===== src/rtl/control_stage_seq_pkg.sv =====
// Shared definitions for the DNN control stage sequencer: stage codes and modes.
package dnn_ctrl_pkg;

    localparam logic [3:0] IDLE   = 4'd0;
    localparam logic [3:0] LOAD_W = 4'd1;
    localparam logic [3:0] LOAD_X = 4'd2;
    localparam logic [3:0] MAC    = 4'd3;
    localparam logic [3:0] ACT    = 4'd4;
    localparam logic [3:0] AD_FWD = 4'd5;
    localparam logic [3:0] AD_BWD = 4'd6;
    localparam logic [3:0] ERR    = 4'd7;
    localparam logic [3:0] GRAD   = 4'd8;
    localparam logic [3:0] WUPD   = 4'd9;
    localparam logic [3:0] DONE   = 4'd10;

    localparam logic MODE_INF = 1'b0;
    localparam logic MODE_TRN = 1'b1;

    // Codes 11..15 are never entered on purpose; they only show up after an upset.
    function automatic logic is_valid_stage(input logic [3:0] stage);
        return stage <= DONE;
    endfunction

endpackage


===== src/rtl/control_stage_seq_if.sv =====
// Host-side handshake and stage status bundle of the stage sequencer.
interface control_stage_seq_if;
    logic       start;
    logic       mode;
    logic       stall;
    logic [3:0] rd_stage;
    logic [3:0] layer_idx;
    logic [7:0] stage_cnt;
    logic       stage_first;
    logic       stage_last;
    logic       busy;
    logic       done;

    modport master (
        output start, mode, stall,
        input  rd_stage, layer_idx, stage_cnt, stage_first, stage_last, busy, done
    );

    modport slave (
        input  start, mode, stall,
        output rd_stage, layer_idx, stage_cnt, stage_first, stage_last, busy, done
    );
endinterface


===== src/rtl/control_stage_seq_stage_len_lut.sv =====
// Stage code to stage length (in cycles) lookup; single-cycle stages and IDLE map to 1.
module stage_len_lut
    import dnn_ctrl_pkg::*;
#(
    parameter int LD_CYC  = 4,
    parameter int MAC_CYC = 16
) (
    input  logic [3:0] stage,
    output logic [7:0] len
);

    // Pure decode, no state.
    always_comb begin
        len = 8'd1;
        case (stage)
            LOAD_W, LOAD_X, ERR, WUPD: len = 8'(LD_CYC);
            MAC, GRAD:                 len = 8'(MAC_CYC);
            default:                   len = 8'd1;
        endcase
    end

endmodule


===== src/rtl/control_stage_seq.sv =====
// Layer-by-layer stage sequencer for the inference/training datapath.
//
//  state  | meaning
//  -------+-----------------------------------------------
//  IDLE   | waiting for start, layer index held at 0
//  LOAD_W | weight fetch for current layer (LD_CYC)
//  LOAD_X | activation fetch for current layer (LD_CYC)
//  MAC    | multiply-accumulate (MAC_CYC)
//  ACT    | activation function (1)
//  AD_FWD | forward activation-derivative capture (1)
//  AD_BWD | backward activation-derivative select (1)
//  ERR    | error propagation (LD_CYC)
//  GRAD   | gradient accumulation (MAC_CYC)
//  WUPD   | weight update (LD_CYC)
//  DONE   | one-cycle completion pulse, then IDLE
module control_stage_seq
    import dnn_ctrl_pkg::*;
#(
    parameter int NUM_LAYERS = 3,
    parameter int MAC_CYC    = 16,
    parameter int LD_CYC     = 4
) (
    input  logic                clk,
    input  logic                rst,
    control_stage_seq_if.slave  bus
);

    localparam logic [3:0] LAST_LAYER = 4'(NUM_LAYERS - 1);

    logic [3:0] stage_q, stage_d;
    logic [3:0] layer_q, layer_d;
    logic [7:0] cnt_q, cnt_d;
    logic       mode_q, mode_d;
    logic [7:0] stage_len;
    logic       at_last;

    stage_len_lut #(
        .LD_CYC  (LD_CYC),
        .MAC_CYC (MAC_CYC)
    ) u_len (
        .stage (stage_q),
        .len   (stage_len)
    );

    // Final cycle of the current stage; never true in IDLE or an unused code.
    always_comb begin
        at_last = (stage_q != IDLE) && is_valid_stage(stage_q) && (cnt_q == stage_len - 8'd1);
    end

    // Next stage, counter, layer and latched mode; everything holds while stalled.
    always_comb begin
        stage_d = stage_q;
        layer_d = layer_q;
        cnt_d   = cnt_q;
        mode_d  = mode_q;
        if (!bus.stall) begin
            if (!is_valid_stage(stage_q)) begin
                stage_d = IDLE;
                layer_d = 4'd0;
                cnt_d   = 8'd0;
            end else if (stage_q == IDLE) begin
                cnt_d   = 8'd0;
                layer_d = 4'd0;
                if (bus.start) begin
                    stage_d = LOAD_W;
                    mode_d  = bus.mode;
                end
            end else if (!at_last) begin
                cnt_d = cnt_q + 8'd1;
            end else begin
                cnt_d = 8'd0;
                case (stage_q)
                    LOAD_W: stage_d = LOAD_X;
                    LOAD_X: stage_d = MAC;
                    MAC:    stage_d = ACT;
                    ACT:    stage_d = AD_FWD;
                    AD_FWD: begin
                        if (layer_q < LAST_LAYER) begin
                            layer_d = layer_q + 4'd1;
                            stage_d = LOAD_W;
                        end else if (mode_q == MODE_TRN) begin
                            stage_d = AD_BWD;
                        end else begin
                            stage_d = DONE;
                        end
                    end
                    AD_BWD: stage_d = ERR;
                    ERR:    stage_d = GRAD;
                    GRAD:   stage_d = WUPD;
                    WUPD: begin
                        if (layer_q != 4'd0) begin
                            layer_d = layer_q - 4'd1;
                            stage_d = AD_BWD;
                        end else begin
                            stage_d = DONE;
                        end
                    end
                    DONE: begin
                        stage_d = IDLE;
                        layer_d = 4'd0;
                    end
                    default: begin
                        stage_d = IDLE;
                        layer_d = 4'd0;
                    end
                endcase
            end
        end
    end

    // State registers; reset wins over stall and start.
    always_ff @(posedge clk) begin
        if (rst) begin
            stage_q <= IDLE;
            layer_q <= 4'd0;
            cnt_q   <= 8'd0;
            mode_q  <= MODE_INF;
        end else begin
            stage_q <= stage_d;
            layer_q <= layer_d;
            cnt_q   <= cnt_d;
            mode_q  <= mode_d;
        end
    end

    // Outputs decoded from registered state only.
    always_comb begin
        bus.rd_stage    = stage_q;
        bus.layer_idx   = layer_q;
        bus.stage_cnt   = cnt_q;
        bus.stage_first = (stage_q != IDLE) && (cnt_q == 8'd0);
        bus.stage_last  = at_last;
        bus.busy        = (stage_q != IDLE);
        bus.done        = (stage_q == DONE);
    end

endmodule

===== src/flat_wrapper.sv =====
// flat-port wrapper written by rule: the top's interface ports become plain ports
module control_stage_seq_flat import dnn_ctrl_pkg::*;
#(
    parameter int NUM_LAYERS = 3,
    parameter int MAC_CYC    = 16,
    parameter int LD_CYC     = 4
)
  (clk, rst, bus_start, bus_mode, bus_stall, bus_rd_stage, bus_layer_idx, bus_stage_cnt, bus_stage_first, bus_stage_last, bus_busy, bus_done);
  control_stage_seq_if bus_i ();
  input  logic clk;
  input  logic rst;
  input wire logic [$bits(bus_i.start)-1:0] bus_start;
  input wire logic [$bits(bus_i.mode)-1:0] bus_mode;
  input wire logic [$bits(bus_i.stall)-1:0] bus_stall;
  output wire logic [$bits(bus_i.rd_stage)-1:0] bus_rd_stage;
  output wire logic [$bits(bus_i.layer_idx)-1:0] bus_layer_idx;
  output wire logic [$bits(bus_i.stage_cnt)-1:0] bus_stage_cnt;
  output wire logic [$bits(bus_i.stage_first)-1:0] bus_stage_first;
  output wire logic [$bits(bus_i.stage_last)-1:0] bus_stage_last;
  output wire logic [$bits(bus_i.busy)-1:0] bus_busy;
  output wire logic [$bits(bus_i.done)-1:0] bus_done;
  assign bus_i.start = bus_start;
  assign bus_i.mode = bus_mode;
  assign bus_i.stall = bus_stall;
  assign bus_rd_stage = bus_i.rd_stage;
  assign bus_layer_idx = bus_i.layer_idx;
  assign bus_stage_cnt = bus_i.stage_cnt;
  assign bus_stage_first = bus_i.stage_first;
  assign bus_stage_last = bus_i.stage_last;
  assign bus_busy = bus_i.busy;
  assign bus_done = bus_i.done;
  control_stage_seq #(.NUM_LAYERS(NUM_LAYERS), .MAC_CYC(MAC_CYC), .LD_CYC(LD_CYC)) u_core (.clk(clk), .rst(rst), .bus(bus_i));
endmodule

===== config.mk =====
export PLATFORM = sky130hd
export DESIGN_NAME = control_stage_seq_flat
export DESIGN_NICKNAME = d
export VERILOG_FILES = /design/src/rtl/control_stage_seq_pkg.sv /design/src/rtl/control_stage_seq_if.sv /design/src/rtl/control_stage_seq_stage_len_lut.sv /design/src/rtl/control_stage_seq.sv /design/src/flat_wrapper.sv
export SDC_FILE = /design/constraint.sdc
export NUM_CORES = 1
export LEC_CHECK = 0
export ABC_AREA = 1
export BUFFER_PORTS_ARGS = -buffer_cell sky130_fd_sc_hd__buf_2
export CORE_AREA = 2 2 50 52
export CTS_CLUSTER_SIZE = 14
export DETAILED_ROUTE_END_ITERATION = 8
export DIE_AREA = 0 0 52 54
export PLACE_DENSITY = 0.77
export SLEW_MARGIN = 20
export SYNTH_ARGS = -nofsm -noshare
export SYNTH_HDL_FRONTEND = slang
export SYNTH_SLANG_ARGS = --single-unit

===== constraint.sdc =====
create_clock -name clk -period 5.08 [get_ports clk]
set_clock_uncertainty 0.2 [all_clocks]
set_input_delay 0.762 -clock clk [delete_from_list [all_inputs] [get_ports clk]]
set_output_delay 0.762 -clock clk [all_outputs]
set_load 0.005 [all_outputs]

-- Word level (Yosys, flattened, before mapping)
Index checks and enable logic that the tools add are counted.
Widths: inputs -> output; s select.
- flip-flop bits (word level): 17
- input port bits: 5
- output and inout bits: 20
- logic and storage cells: 58
- $add $sub $neg: 4
- $lt $le $gt $ge: 2
- eq/ne operators: 16
- mux-type cells: 18
- bitwise logic cells: 1
- reductions and logical operators: 13
- operators with widths (cell ; number):
    $mux 4 ; 12
    $pmux 4 s9 ; 1
    $mux 8 ; 3
    $eq 4x3->1 const B ; 4
    $eq 4x4->1 const B ; 3
    $pmux 4 s3 ; 1
    $pmux 5 s2 ; 1
    $ne 3x3->1 const B ; 3
    $add 8x1->8 const B ; 1
    $eq 4x2->1 const B ; 2
    $eq 8x8->1 ; 1
    $logic_not 8->1 ; 1
    $ne 4x4->1 const B ; 2
    $reduce_bool 4->1 ; 2
    $reduce_or 7->1 ; 1
    $sub 5x1->6 const B ; 1
    $reduce_and 5->1 ; 1
    $add 4x1->4 const B ; 1
    $eq 4x1->1 const B ; 1
    $le 4x4->1 const B ; 1
    $logic_not 4->1 ; 1
    $lt 4x2->1 const B ; 1
    $reduce_and 4->1 ; 1
    $reduce_or 4->1 ; 1
    5 further kinds ; 7

-- Longest topological paths before layout
Gate-level depths: netlist of run 1.
- depth in word-level cells: 9
- depth in mapped cells: 13
- gate-level depth less buffers: 13

-- Hierarchy
From an unflattened synthesis of run 1, not the netlist that was laid out.
- cells, all modules: 247
- area, all modules: 1471.4 sq um
- by module, submodules not included (module ; times used ; cells an instance ; area an instance (sq um) ; sequential area each (sq um)):
    control_stage_seq ; 1 ; 226 ; 1358.8 ; 340.3
    stage_len_lut ; 1 ; 21 ; 112.6 ; 0.0

-- Worst setup path before layout of run 1
Ideal clock, no wire load.
- path kind: register to output
- start: register u_core.stage_q[1] (netlist: u_core.bus.rd_stage[1])
- end: output port bus_stage_last
- arrival: 1.178 ns
- required time: 4.118 ns
- path slack: 2.940 ns
- stages on the path, launching flop included: 9
- path buffers: 0
- cell sequence: dfxtp_1 inv_1 nand2_1 nor2_1 a21oi_1 nand3_1 nand2_1 nand3_2 nor2_1
- cells in the longest elaborated chain, start to end: 6
- elaborated cells between the ends (all ways): 15
- those cells by class: 1 x add/sub; 1 x order compare; 7 x eq/ne; 1 x mux; 5 x reduce/logical
- RTL lines (what ; line ; text):
    start: declaration ; control_stage_seq.sv:30 ; logic [3:0] stage_q, stage_d;
    start signal: assignment ; control_stage_seq.sv:119 ; stage_q <= stage_d;
    $eq 4x1->1, or another cell as far along ; control_stage_seq_stage_len_lut.sv:15 ; case (stage)
    $reduce_or 4->1 / $reduce_or 2->1 (equally long branches) ; control_stage_seq_stage_len_lut.sv:15 ;
    $pmux 5 s2 ; control_stage_seq_stage_len_lut.sv:15 ;
    $sub 5x1->6 ; control_stage_seq.sv:47 ; at_last = (stage_q != IDLE) && is_valid_stage(stage_q) && (cnt_q == stage_len - 8'd1);
    $eq 8x8->1 ; control_stage_seq.sv:47 ;
    $logic_and 1x1->1 (*) ; control_stage_seq.sv:47 ;
    end: declaration ; flat_wrapper.sv:19 ; output wire logic [$bits(bus_i.stage_last)-1:0] bus_stage_last;
Mark *: on every way between the ends. The rest lies on a longest branch, timed or not.

-- Final worst setup path of run 1
- start: register u_core.stage_q[0] (netlist: u_core.bus.rd_stage[0])
- end: output port bus_stage_last
Same word-level chain as after synthesis.

==> flow_summary_export.csv, run 1 <==
group,metric,value,unit
power_and_ir_drop,p_clk_share,9.5,%
clocking,h-tree-depth,1,
power_and_ir_drop,combPwrFrac,65.9,%
floorplanning,die_x,52,um
sta,whs,324.1,ps
routing,drt_iter0_markers,36,
final_layout,fin_util,58.20,%
clocking,clkSinkCount,17,
synthesis,yosysSeqAreaShare,29.12,%
global_route,gr-total-overflow,0,
clocking,cts_tree,"yes",
global_route,grt_antenna_before_repair,0,
global_route,grtUsageTotal,21.24,%
synthesis,synth_area_per_cell,6.492,sq um
floorplanning,start_util,50.38,%
placed_design,portBuffers,24,
setup_path,path_cells,"inv_1 -> nand2_1 -> nor2_1 -> a21oi_1 -> nand3_1 -> nand2_1 -> nand3_2 -> nor2_1 -> buf_2",
sta,hold_violations,0,
global_route,top_usage_layer,"met2",
routing,routed_wl,2749,um
synthesis,ys_seq_elements,17,
status,outcome,"complete, no violations",
placed_design,place_congestion,0.9106,
setup_path,worstPathRequired,4120,ps
clocking,cts_hold_buffers,0,
setup_path,cp_slowest_stage_delay,390,ps
routing,route.detailed.drc,0,
setup_path,cpLargestDelayFamily,"simple AND/OR/NAND/NOR gates",
sta,relSlewSlack,69.33,%
setup_path,arrival,1760,ps
final_layout,n_antenna_cell,0,
global_route,grt_pass1_vias,1081,
final_layout,final_cell_count_no_fill,237,
placed_design,place_area,0.001323,sq mm
sta,slew_viol_final,0,
routing,postRouteAntennaNets,0,
synthesis,yosys.area.top_type,"dfxtp_1",
placed_design,dp_cells,233,
setup_path,start_kind,"register",
floorplanning,die_h,54,um
synthesis,syn_inst,180,
clocking,path_clk_slew,110,ps
floorplanning,rows,18,
clocking,clock_latency,290,ps
power_and_ir_drop,p_sw_share,52.55,%
power_and_ir_drop,peakVddDrop,0.3846,mV
clocking,post_cts_buffers,0,
global_route,met1_usage,26.78,%
power_and_ir_drop,total_power,0.7811,mW
power_and_ir_drop,p_seq_share,24.6,%
run,cap_violations,0,
synthesis,synth_top_area_share,29.12,%
synthesis,synth_nets,190,
clocking,cts_resized,0,
sta,tightest_slew,459.6,ps
placed_design,dp_hpwl,2122,um
power_and_ir_drop,p_sw,0.4105,mW
synthesis,synth_area_leaders,"dfxtp_1 (29%), nand2_1 (13%), nor2_1 (13%)",
setup_path,worstPathMaxFanout,5,
sta,tns,0,ps
floorplanning,die_area,0.002808,sq mm
sta,rsz0062_at_grt,"false",
sta,finalCritPeriodShare,53.65,%
synthesis,ys_types,26,
routing,num_vias,1230,
sta,max_freq,366.9,MHz
final_layout,finalInstanceArea,0.001350,sq mm
global_route,grt_pass1_wl,4485,um
synthesis,synth_area,0.001169,sq mm
clocking,clock-root-buffer,"clkbuf_4",
setup_path,crit_type,"reg -> out",
final_layout,drive_gt1_share,17.87,%
sta,setup_viol,0,
floorplanning,core_area,0.002320,sq mm
power_and_ir_drop,power_density,578.6,mW/mm^2
min_path,hp-class,"reg -> reg",
floorplanning,ios,25,
routing,viasPerCell,5.190,
synthesis,ys.warnings.count,0,
sta,period_minus_slack,2726,ps
global_route,met3_usage,2.500,%
clocking,cts_max_path_buffers,2,
final_layout,syn2layout_area_growth,15.52,%
power_and_ir_drop,p_leak,0.7080,nW
global_route,grt_max_degree,14,
global_route,met2_usage,38.40,%
sta,setup_ws,2354,ps
setup_path,cp-end-kind,"output port",
power_and_ir_drop,p_int,0.3707,mW
routing,wire_per_inst,11.60,um
clocking,cts-buffers-inserted,3,
placed_design,place_ws,2723,ps
final_layout,final_nets,218,
routing,dr.pass1.iters,4,
setup_path,crit_path_top_delay_cell,"dfxtp_1",
setup_path,critPathBufInv,2,
[cells by family after synthesis]
kind of cell               Yosys count  share of synthesized area, %
and+or+nand+nor                    111                         44.01
buffers and inverters               25                         8.030
xor gates and xnor gates             9                         6.746
adders and majority gates            5                         5.996
DFF                                 17                         29.12
AOI/OAI and AO/OA                   13                         6.102
[final cells by class]
cell class	count	area, sq um
Fill cell	242	969.7
Multi-Input combinational cell	138	734.5
Sequential cell	17	340.3
Timing Repair Buffer	24	120.1
Inverter	24	90.09
Tap cell	30	37.54
Clock buffer	3	22.52
Clock inverter	1	5.005
[sequential cells by signal, indices dropped and copies added (netlist names)]
name,count
u_core.mode_q,1
u_core.bus.layer_idx,4
u_core.bus.rd_stage,4
u_core.bus.stage_cnt,8
[synth_stat cells]
| cell | number |
|---|---|
| nor2_2 | 1 |
| and2_1 | 1 |
| nand4_1 | 7 |
| fa_1 | 1 |
| inv_1 | 21 |
| nand3_4 | 1 |
| a21oi_1 | 5 |
| dfxtp_1 | 17 |
| clkinv_1 | 1 |
| nand3_2 | 2 |
| inv_2 | 2 |
| nand3_1 | 6 |
| nand2_1 | 41 |
| nand3b_1 | 3 |
| o21ai_0 | 5 |
| nand2_2 | 1 |
| a31oi_1 | 1 |
| nor3_1 | 4 |
| nand2_4 | 1 |
| nor2_1 | 39 |
| a211oi_1 | 2 |
| nor4_1 | 3 |
| ha_1 | 4 |
| buf_1 | 1 |
| xor2_1 | 9 |
| nor2_4 | 1 |
[worst paths after layout]
check	endpoint	cells past startpoint	start	slack, ps
hold / removal	u_core.bus.stage_cnt[0]	2	u_core.bus.stage_cnt[0]	320
setup reg to reg	u_core.bus.layer_idx[3]	11	u_core.bus.rd_stage[1]	2990
setup / recovery	bus_stage_last	9	u_core.bus.rd_stage[0]	2350
hold reg to reg	u_core.bus.stage_cnt[0]	2	u_core.bus.stage_cnt[0]	320
[power groups by stage]
| stage | combinational (mW) | sequential [mW] | clock [mW] |
|---|---|---|---|
| finish | 0.515 | 0.192 | 0.0742 |
| global route | 0.579 | 0.196 | 0.0815 |
| CTS | 0.513 | 0.192 | 0.0744 |
| detailed placement | 0.504 | 0.195 | 0 |
| global placement | 0.491 | 0.193 | 0 |
| floorplan | 0.376 | 0.194 | 0 |
[tightest hold or removal path, stage by stage (launching register included)]
cell     delay [ps]
dfxtp_1         360
nand2_1          80
a21oi_1          50
[routing by layer]
layer / up-vias / wire length [um]
met5: - / 0
met2: 39 / 1362
li1: 628 / -
met4: 0 / 25
met1: 559 / 1246
met3: 4 / 115
[cell usage in the layout (no fill, tap or decap), drive strengths merged, types with 4 or more instances in the layout]
cell type / n
nand4: 7
inv: 23
nand2: 43
buf: 24
nor3: 4
o21ai: 5
nor2: 41
dfxtp: 17
a21oi: 5
ha: 4
nand3: 9
xor2: 9
Note: power is estimated with default switching activity, not from simulation.
==> run 2, diff against run 1 <==
==> constraint.sdc (replaced) <==
create_clock -name clk -period 2.7 [get_ports clk]
set_clock_uncertainty 0.2 [all_clocks]
set_input_delay 0.405 -clock clk [delete_from_list [all_inputs] [get_ports clk]]
set_output_delay 0.405 -clock clk [all_outputs]
set_load 0.005 [all_outputs]
==> run 2 against run 1 <==
Against the previous run: worst setup slack worse by 2000 ps; total power is 85% higher; clock-buffer cell count stayed put; critical endpoint unchanged; sequential power is 89% higher; routed wire length is 5.9% lower; largest cell class unchanged; core utilization is 0.32 points higher; final cell count is 0.42% higher; first-iteration DRC count is 8.3% lower; combinational power is 84% higher; via count is 0.65% higher; sequential share of layout area is 0.14 points lower; worst hold slack worse by 230 ps; critical path type unchanged.
==> flow_summary_export.csv, run 2 (synthesis gave the netlist of run 1 again) <==
group,metric,value,unit
status,outcome,"complete, no violations",
final_layout,final_cell_count_no_fill,238,
clocking,path_clk_slew,100,ps
sta,max_freq,425.8,MHz
final_layout,finalInstanceArea,0.001358,sq mm
routing,postRouteAntennaNets,0,
setup_path,crit_type,"reg -> out",
setup_path,worstPathMaxFanout,5,
power_and_ir_drop,p_leak,0.7128,nW
routing,wire_per_inst,10.87,um
placed_design,place_congestion,0.8156,
sta,rsz0062_at_grt,"false",
power_and_ir_drop,p_sw,0.7498,mW
global_route,grt_pass1_wl,4153,um
final_layout,n_antenna_cell,0,
final_layout,multi_input_area,734.5,sq um
clocking,clock_latency,300,ps
routing,drt_iter0_markers,33,
routing,route.detailed.drc,0,
sta,relSlewSlack,63.10,%
final_layout,drive_gt1_share,18.27,%
power_and_ir_drop,combPwrFrac,65.4,%
run,cap_violations,0,
routing,dr.pass1.iters,4,
routing,viasPerCell,5.202,
routing,routed_wl,2588,um
final_layout,final_nets,219,
setup_path,worstPathRequired,2100,ps
sta,tns,0,ps
floorplanning,die_area,0.002808,sq mm
global_route,grt_max_degree,12,
final_layout,mostFrequentLayoutCells,"nand2_1 (41), nor2_1 (39), buf_2 (24)",
final_layout,syn2layout_area_growth,16.17,%
final_layout,largest_reg_flops,8,
final_layout,ff_latch_area,340.3,sq um
setup_path,arrival,1740,ps
global_route,gr-total-overflow,0,
power_and_ir_drop,power_density,1066,mW/mm^2
sta,setup_viol,0,
min_path,hp-class,"in -> reg",
clocking,cts_max_path_buffers,2,
placed_design,place_area,0.001330,sq mm
final_layout,nFillCells,226,
floorplanning,start_util,50.38,%
clocking,cts_hold_buffers,0,
power_and_ir_drop,p_clk_share,9.6,%
clocking,clkSinkCount,17,
sta,hold_violations,0,
clocking,clock-root-buffer,"clkbuf_4",
sta,finalCritPeriodShare,86.98,%
sta,period_minus_slack,2349,ps
floorplanning,core_area,0.002320,sq mm
global_route,grtUsageTotal,19.76,%
clocking,h-tree-depth,1,
routing,num_vias,1238,
floorplanning,rows,18,
floorplanning,die_h,54,um
sta,slew_viol_final,0,
floorplanning,die_x,52,um
clocking,cts_resized,0,
power_and_ir_drop,peakVddDrop,0.7959,mV
placed_design,dp_hpwl,2062,um
clocking,cts_tree,"yes",
clocking,cts-buffers-inserted,3,
setup_path,start_kind,"register",
setup_path,cp-end-kind,"output port",
placed_design,dp_cells,234,
global_route,grt_antenna_before_repair,0,
floorplanning,ios,25,
power_and_ir_drop,p_sw_share,51.81,%
final_layout,layout_commonest_cell,"nand2_1",
power_and_ir_drop,p_int,0.6973,mW
clocking,post_cts_buffers,0,
power_and_ir_drop,p_seq_share,25.0,%
global_route,grt_pass1_vias,1035,
placed_design,portBuffers,24,
sta,tightest_slew,548.5,ps
==> run 2: cell types whose count changed in the layout (fill, tap and decap cells not counted), sizes merged <==
cell	change
buf	+1
==> run 2: worst max-delay path, stage by stage, from the launching register on <==
cell and delay (ps):
dfxtp_1 390, inv_1 110, nand2_1 170, nand3_1 190
nand3_1 130, nand2_1 60, nand2_1 70, nand3_2 100
nor2_1 110, buf_2 120
==> run 2: power by group through the flow <==
stage | sequential, mW | clock [mW] | combinational, mW
global route | 0.367 | 0.154 | 1.07
finish | 0.362 | 0.139 | 0.947
CTS | 0.362 | 0.142 | 0.948
detailed placement | 0.368 | 0 | 0.940
floorplan | 0.366 | 0 | 0.708
global placement | 0.363 | 0 | 0.927
==> run 2: cell type report <==
type,instances,share of cell area [%]
Multi-Input combinational cell,138,54.10
Sequential cell,17,25.07
Timing Repair Buffer,25,9.401
Inverter,24,6.636
Tap cell,30,2.765
Clock buffer,3,1.659
Clock inverter,1,0.3687
==> run 2: worst paths after layout <==
| check | start | endpoint | slack (ps) | cells past startpoint |
|---|---|---|---|---|
| worst max-delay path | u_core.bus.rd_stage[0] | bus_stage_last | 350 | 9 |
| worst min register to register | u_core.bus.stage_cnt[1] | u_core.bus.stage_cnt[1] | 320 | 2 |
| worst min-delay path | rst | u_core.mode_q | 90 | 2 |
| worst max register to register | u_core.bus.rd_stage[3] | u_core.bus.layer_idx[3] | 580 | 10 |
==> run 2: layer usage <==
metal / GRT usage, % / share of wire, % / vias up
li1: - / - / 634
met1: 23.90 / 41 / 555
met2: 34.60 / 49 / 43
met3: 2.222 / 7.3 / 6
met4: 10.09 / 1.7 / 0
met5: 0 / 0 / -
==> run 2: per-stage QoR <==
stage | hold WS, ps | setup WS (ps) | util, % | power, mW
2_1_floorplan | 274.1 | 785.9 | - | 1.074
5_1_grt | 98.41 | 136.3 | 58.52 | 1.589
3_5_place_dp | 311.7 | 617.4 | 57.34 | 1.308
3_3_place_gp | 298.6 | 656.2 | 57.34 | 1.290
4_1_cts | 94.62 | 368.7 | 58.52 | 1.451
6_report | 89.14 | 351.4 | 58.52 | 1.447
==> run 3, diff against run 2 <==
--- a/config.mk
+++ b/config.mk
@@ -7,12 +7,13 @@
 export LEC_CHECK = 0
 export ABC_AREA = 1
 export BUFFER_PORTS_ARGS = -buffer_cell sky130_fd_sc_hd__buf_2
-export CORE_AREA = 2 2 50 52
+export CORE_AREA = 2 2 55 57
 export CTS_CLUSTER_SIZE = 14
 export DETAILED_ROUTE_END_ITERATION = 8
-export DIE_AREA = 0 0 52 54
+export DIE_AREA = 0 0 57 59
 export PLACE_DENSITY = 0.77
 export SLEW_MARGIN = 20
 export SYNTH_ARGS = -nofsm -noshare
 export SYNTH_HDL_FRONTEND = slang
+export SYNTH_HIERARCHICAL = 1
 export SYNTH_SLANG_ARGS = --single-unit
==> constraint.sdc (replaced) <==
create_clock -name clk -period 2.7 [get_ports clk]
set_clock_uncertainty 0.2 [all_clocks]
set_input_delay 0.405 -clock clk [delete_from_list [all_inputs] [get_ports clk]]
set_output_delay 0.405 -clock clk [all_outputs]
set_load 0.1 [all_outputs]
==> run 3 against run 2 <==
Against the previous run: the flow now finishes with violations (setup timing); first-iteration DRC count rose by 130%; register-to-register slack got worse by 390 ps; cell area rose by 34%; clock power rose by 6%; combinational power rose by 38%; core utilization rose by 8.8 points; total power rose by 24%; flip-flop and latch count did not move; die area rose by 20%; area after synthesis rose by 26%; non-clock buffer count rose by 13; critical endpoint unchanged; highest routed layer unchanged.
==> flow_summary_export.csv, run 3 <==
group,metric,value,unit
global_route,grt_max_degree,11,
final_layout,nFillCells,262,
global_route,gr-total-overflow,0,
routing,routed_wl,3492,um
placed_design,place_area,0.001689,sq mm
clocking,cts_tree,"yes",
synthesis,yosys-top-cells-count,"nand2_1 (63), nor2_1 (40), inv_1 (30), nand3_1 (20), dfxtp_1 (17)",
sta,whs,133.5,ps
synthesis,ys.warnings.count,6,
sta,max_freq,354.7,MHz
global_route,grtUsageTotal,22.23,%
setup_path,crit_start,"u_core/bus.rd_stage[0]",
placed_design,dp_hpwl,2643,um
placed_design,place_ws,74.58,ps
clocking,clock-root-buffer,"clkbuf_4",
global_route,grt_pass1_vias,1398,
routing,dr.pass1.iters,4,
power_and_ir_drop,p_clk_share,8.2,%
setup_path,r2r-start,"u_core/bus.rd_stage[0]",
routing,viasPerCell,5.100,
final_layout,syn2layout_area_growth,23.98,%
power_and_ir_drop,p_int,0.7460,mW
routing,drt_iter0_markers,76,
placed_design,portBuffers,24,
global_route,grt_antenna_before_repair,0,
power_and_ir_drop,p_sw_share,58.43,%
sta,setup_ws,-119.6,ps
floorplanning,die_x,57,um
routing,wire_per_inst,10.95,um
setup_path,crit_path_top_delay_cell,"dfxtp_4",
clocking,cts_hold_buffers,0,
synthesis,ys_seq_elements,17,
status,outcome,"finished with violations",
setup_path,arrival,2210,ps
synthesis,synth_area,0.001471,sq mm
synthesis,yosys.area.top_type,"dfxtp_1",
setup_path,crit_path_end,"bus_stage_last",
synthesis,synth_area_leaders,"dfxtp_1 (23%), nand2_1 (16%), nor2_1 (10%)",
final_layout,layout_commonest_cell,"nand2_1",
setup_path,path_cells,"inv_2 -> nor2_2 -> nand2_1 -> nand2_2 -> nor2_4 -> inv_2 -> ha_4 -> xor2_1 -> nand2_1 -> nor2_1 -> nand3_1 -> nor2_1 -> nand2_2 -> nor2_4 -> buf_12",
floorplanning,rows,19,
routing,num_vias,1627,
sta,period_minus_slack,2820,ps
synthesis,synth_top_area_share,23.13,%
placed_design,place_congestion,0.8409,
final_layout,ff_latch_area,355.3,sq um
synthesis,ys_types,28,
synthesis,yosysSeqAreaShare,23.13,%
synthesis,syn_inst,247,
sta,rsz0062_at_grt,"true",
final_layout,fin_util,67.31,%
power_and_ir_drop,p_sw,1.049,mW
floorplanning,die_area,0.003363,sq mm
sta,hold_violations,0,
sta,slew_viol_final,0,
final_layout,multi_input_area,0.001023,sq mm
setup_path,crit_type,"reg -> out",
setup_path,reg2reg_depth,19,
routing,route.detailed.drc,0,
power_and_ir_drop,power_density,983.7,mW/mm^2
setup_path,worstPathRequired,2100,ps
power_and_ir_drop,p_seq_share,18.7,%
global_route,grt_pass1_wl,5940,um
clocking,path_clk_slew,110,ps
sta,finalCritPeriodShare,104.4,%
synthesis,synth_edf_count,0,
final_layout,final_nets,300,
final_layout,finalInstanceArea,0.001824,sq mm
status,violations,"setup timing",
clocking,h-tree-depth,1,
final_layout,drive_gt1_share,26.39,%
final_layout,largest_reg_flops,8,
clocking,cts-buffers-inserted,3,
synthesis,yosysMostFrequentCell,"nand2_1",
sta,setup_viol,1,
power_and_ir_drop,peakVddDrop,0.8868,mV
setup_path,worstPathMaxFanout,5,
floorplanning,core_area,0.002710,sq mm
final_layout,n_antenna_cell,0,
min_path,hp-class,"in -> reg",
setup_path,r2r_slack,190,ps
power_and_ir_drop,p_leak,0.9162,nW
synthesis,async_flop_share,0,%
setup_path,cp_slowest_stage_delay,370,ps
clocking,clock_latency,310,ps
setup_path,r2r_end,"u_core/bus.rd_stage[1]",
synthesis,synth-main-ff-cell,"dfxtp_1",
floorplanning,ios,25,
clocking,clkSinkCount,17,
synthesis,synth_area_per_cell,5.957,sq um
floorplanning,die_h,59,um
setup_path,cp-end-kind,"output port",
routing,postRouteAntennaNets,0,
final_layout,mostFrequentLayoutCells,"nand2_1 (59), nor2_1 (36), inv_1 (29)",
floorplanning,start_util,54.29,%
power_and_ir_drop,combPwrFrac,73.2,%
run,cap_violations,0,
setup_path,start_kind,"register",
power_and_ir_drop,total_power,1.795,mW
clocking,cts_max_path_buffers,2,
-- run 3: per-layer routing --
layer | vias up | track usage, % | wire length (um)
li1 | 853 | - | -
met1 | 729 | 32.06 | 1724
met5 | - | 0 | 0
met2 | 40 | 34.48 | 1545
met3 | 5 | 1.965 | 162
met4 | 0 | 8.970 | 59
-- run 3: power by group through the flow --
stage / clock network (mW) / logic (mW) / registers, mW
3_5_place_dp: 0 / 1.16 / 0.351
3_3_place_gp: 0 / 1.15 / 0.348
4_1_cts: 0.151 / 1.24 / 0.335
6_report: 0.147 / 1.31 / 0.335
2_1_floorplan: 0 / 0.772 / 0.545
5_1_grt: 0.162 / 1.43 / 0.341
-- run 3: cell families after synthesis --
group                      count (synthesis)  share of synthesized area, %
AOI/OAI and AO/OA                         17                         6.207
adders and majority gates                  6                         5.612
buffers and inverters                     42                         11.99
DFF                                       17                         23.13
xor gates and xnor gates                  10                         5.952
other                                      1                        0.2549
and+or+nand+nor                          154                         46.86
-- run 3: how the worst min path moves through the flow --
stage	start	cells after the start	end	slack [ps]
6_report	rst	2	u_core/bus.layer_idx[0]	130
5_1_grt	rst	2	u_core/bus.layer_idx[0]	150
4_1_cts	rst	2	u_core/bus.layer_idx[0]	130
3_5_place_dp	u_core/bus.layer_idx[3]	2	u_core/bus.layer_idx[3]	310
3_3_place_gp	u_core/bus.layer_idx[2]	2	u_core/bus.layer_idx[2]	300
2_1_floorplan	rst	1	u_core/bus.layer_idx[0]	270
-- run 3: area by class of cell --
type	count	share of cell area, %
Inverter	37	7.613
Clock buffer	3	1.235
Multi-Input combinational cell	192	56.10
Clock inverter	1	0.2743
Sequential cell	17	19.48
Tap cell	31	2.126
Timing Repair Buffer	38	13.17
-- run 3: critical path, delay by kind of cell (launching register included) --
family / cells / cell delay (ps)
flops: 1 / 370
buf+inv: 3 / 300
simple gates: 10 / 840
fa+ha+maj: 1 / 260
xor+xnor: 1 / 140
-- run 3: through the flow --
| step | TNS (ps) | std cells |
|---|---|---|
| floorplan | -246.4 | 251 |
| global placement | 0 | 303 |
| detailed placement | 0 | 303 |
| CTS | -145.4 | 316 |
| global route | -436.7 | 319 |
| finish | -119.6 | 319 |
-- run 3: what timing repair did --
item,CTS,global route
setup buffers,9,3
hold endpoints to repair,0,0
pin swaps,7,5
gates resized for setup,0,7
endpoints found under the setup margin,1,6
cloned,0,0
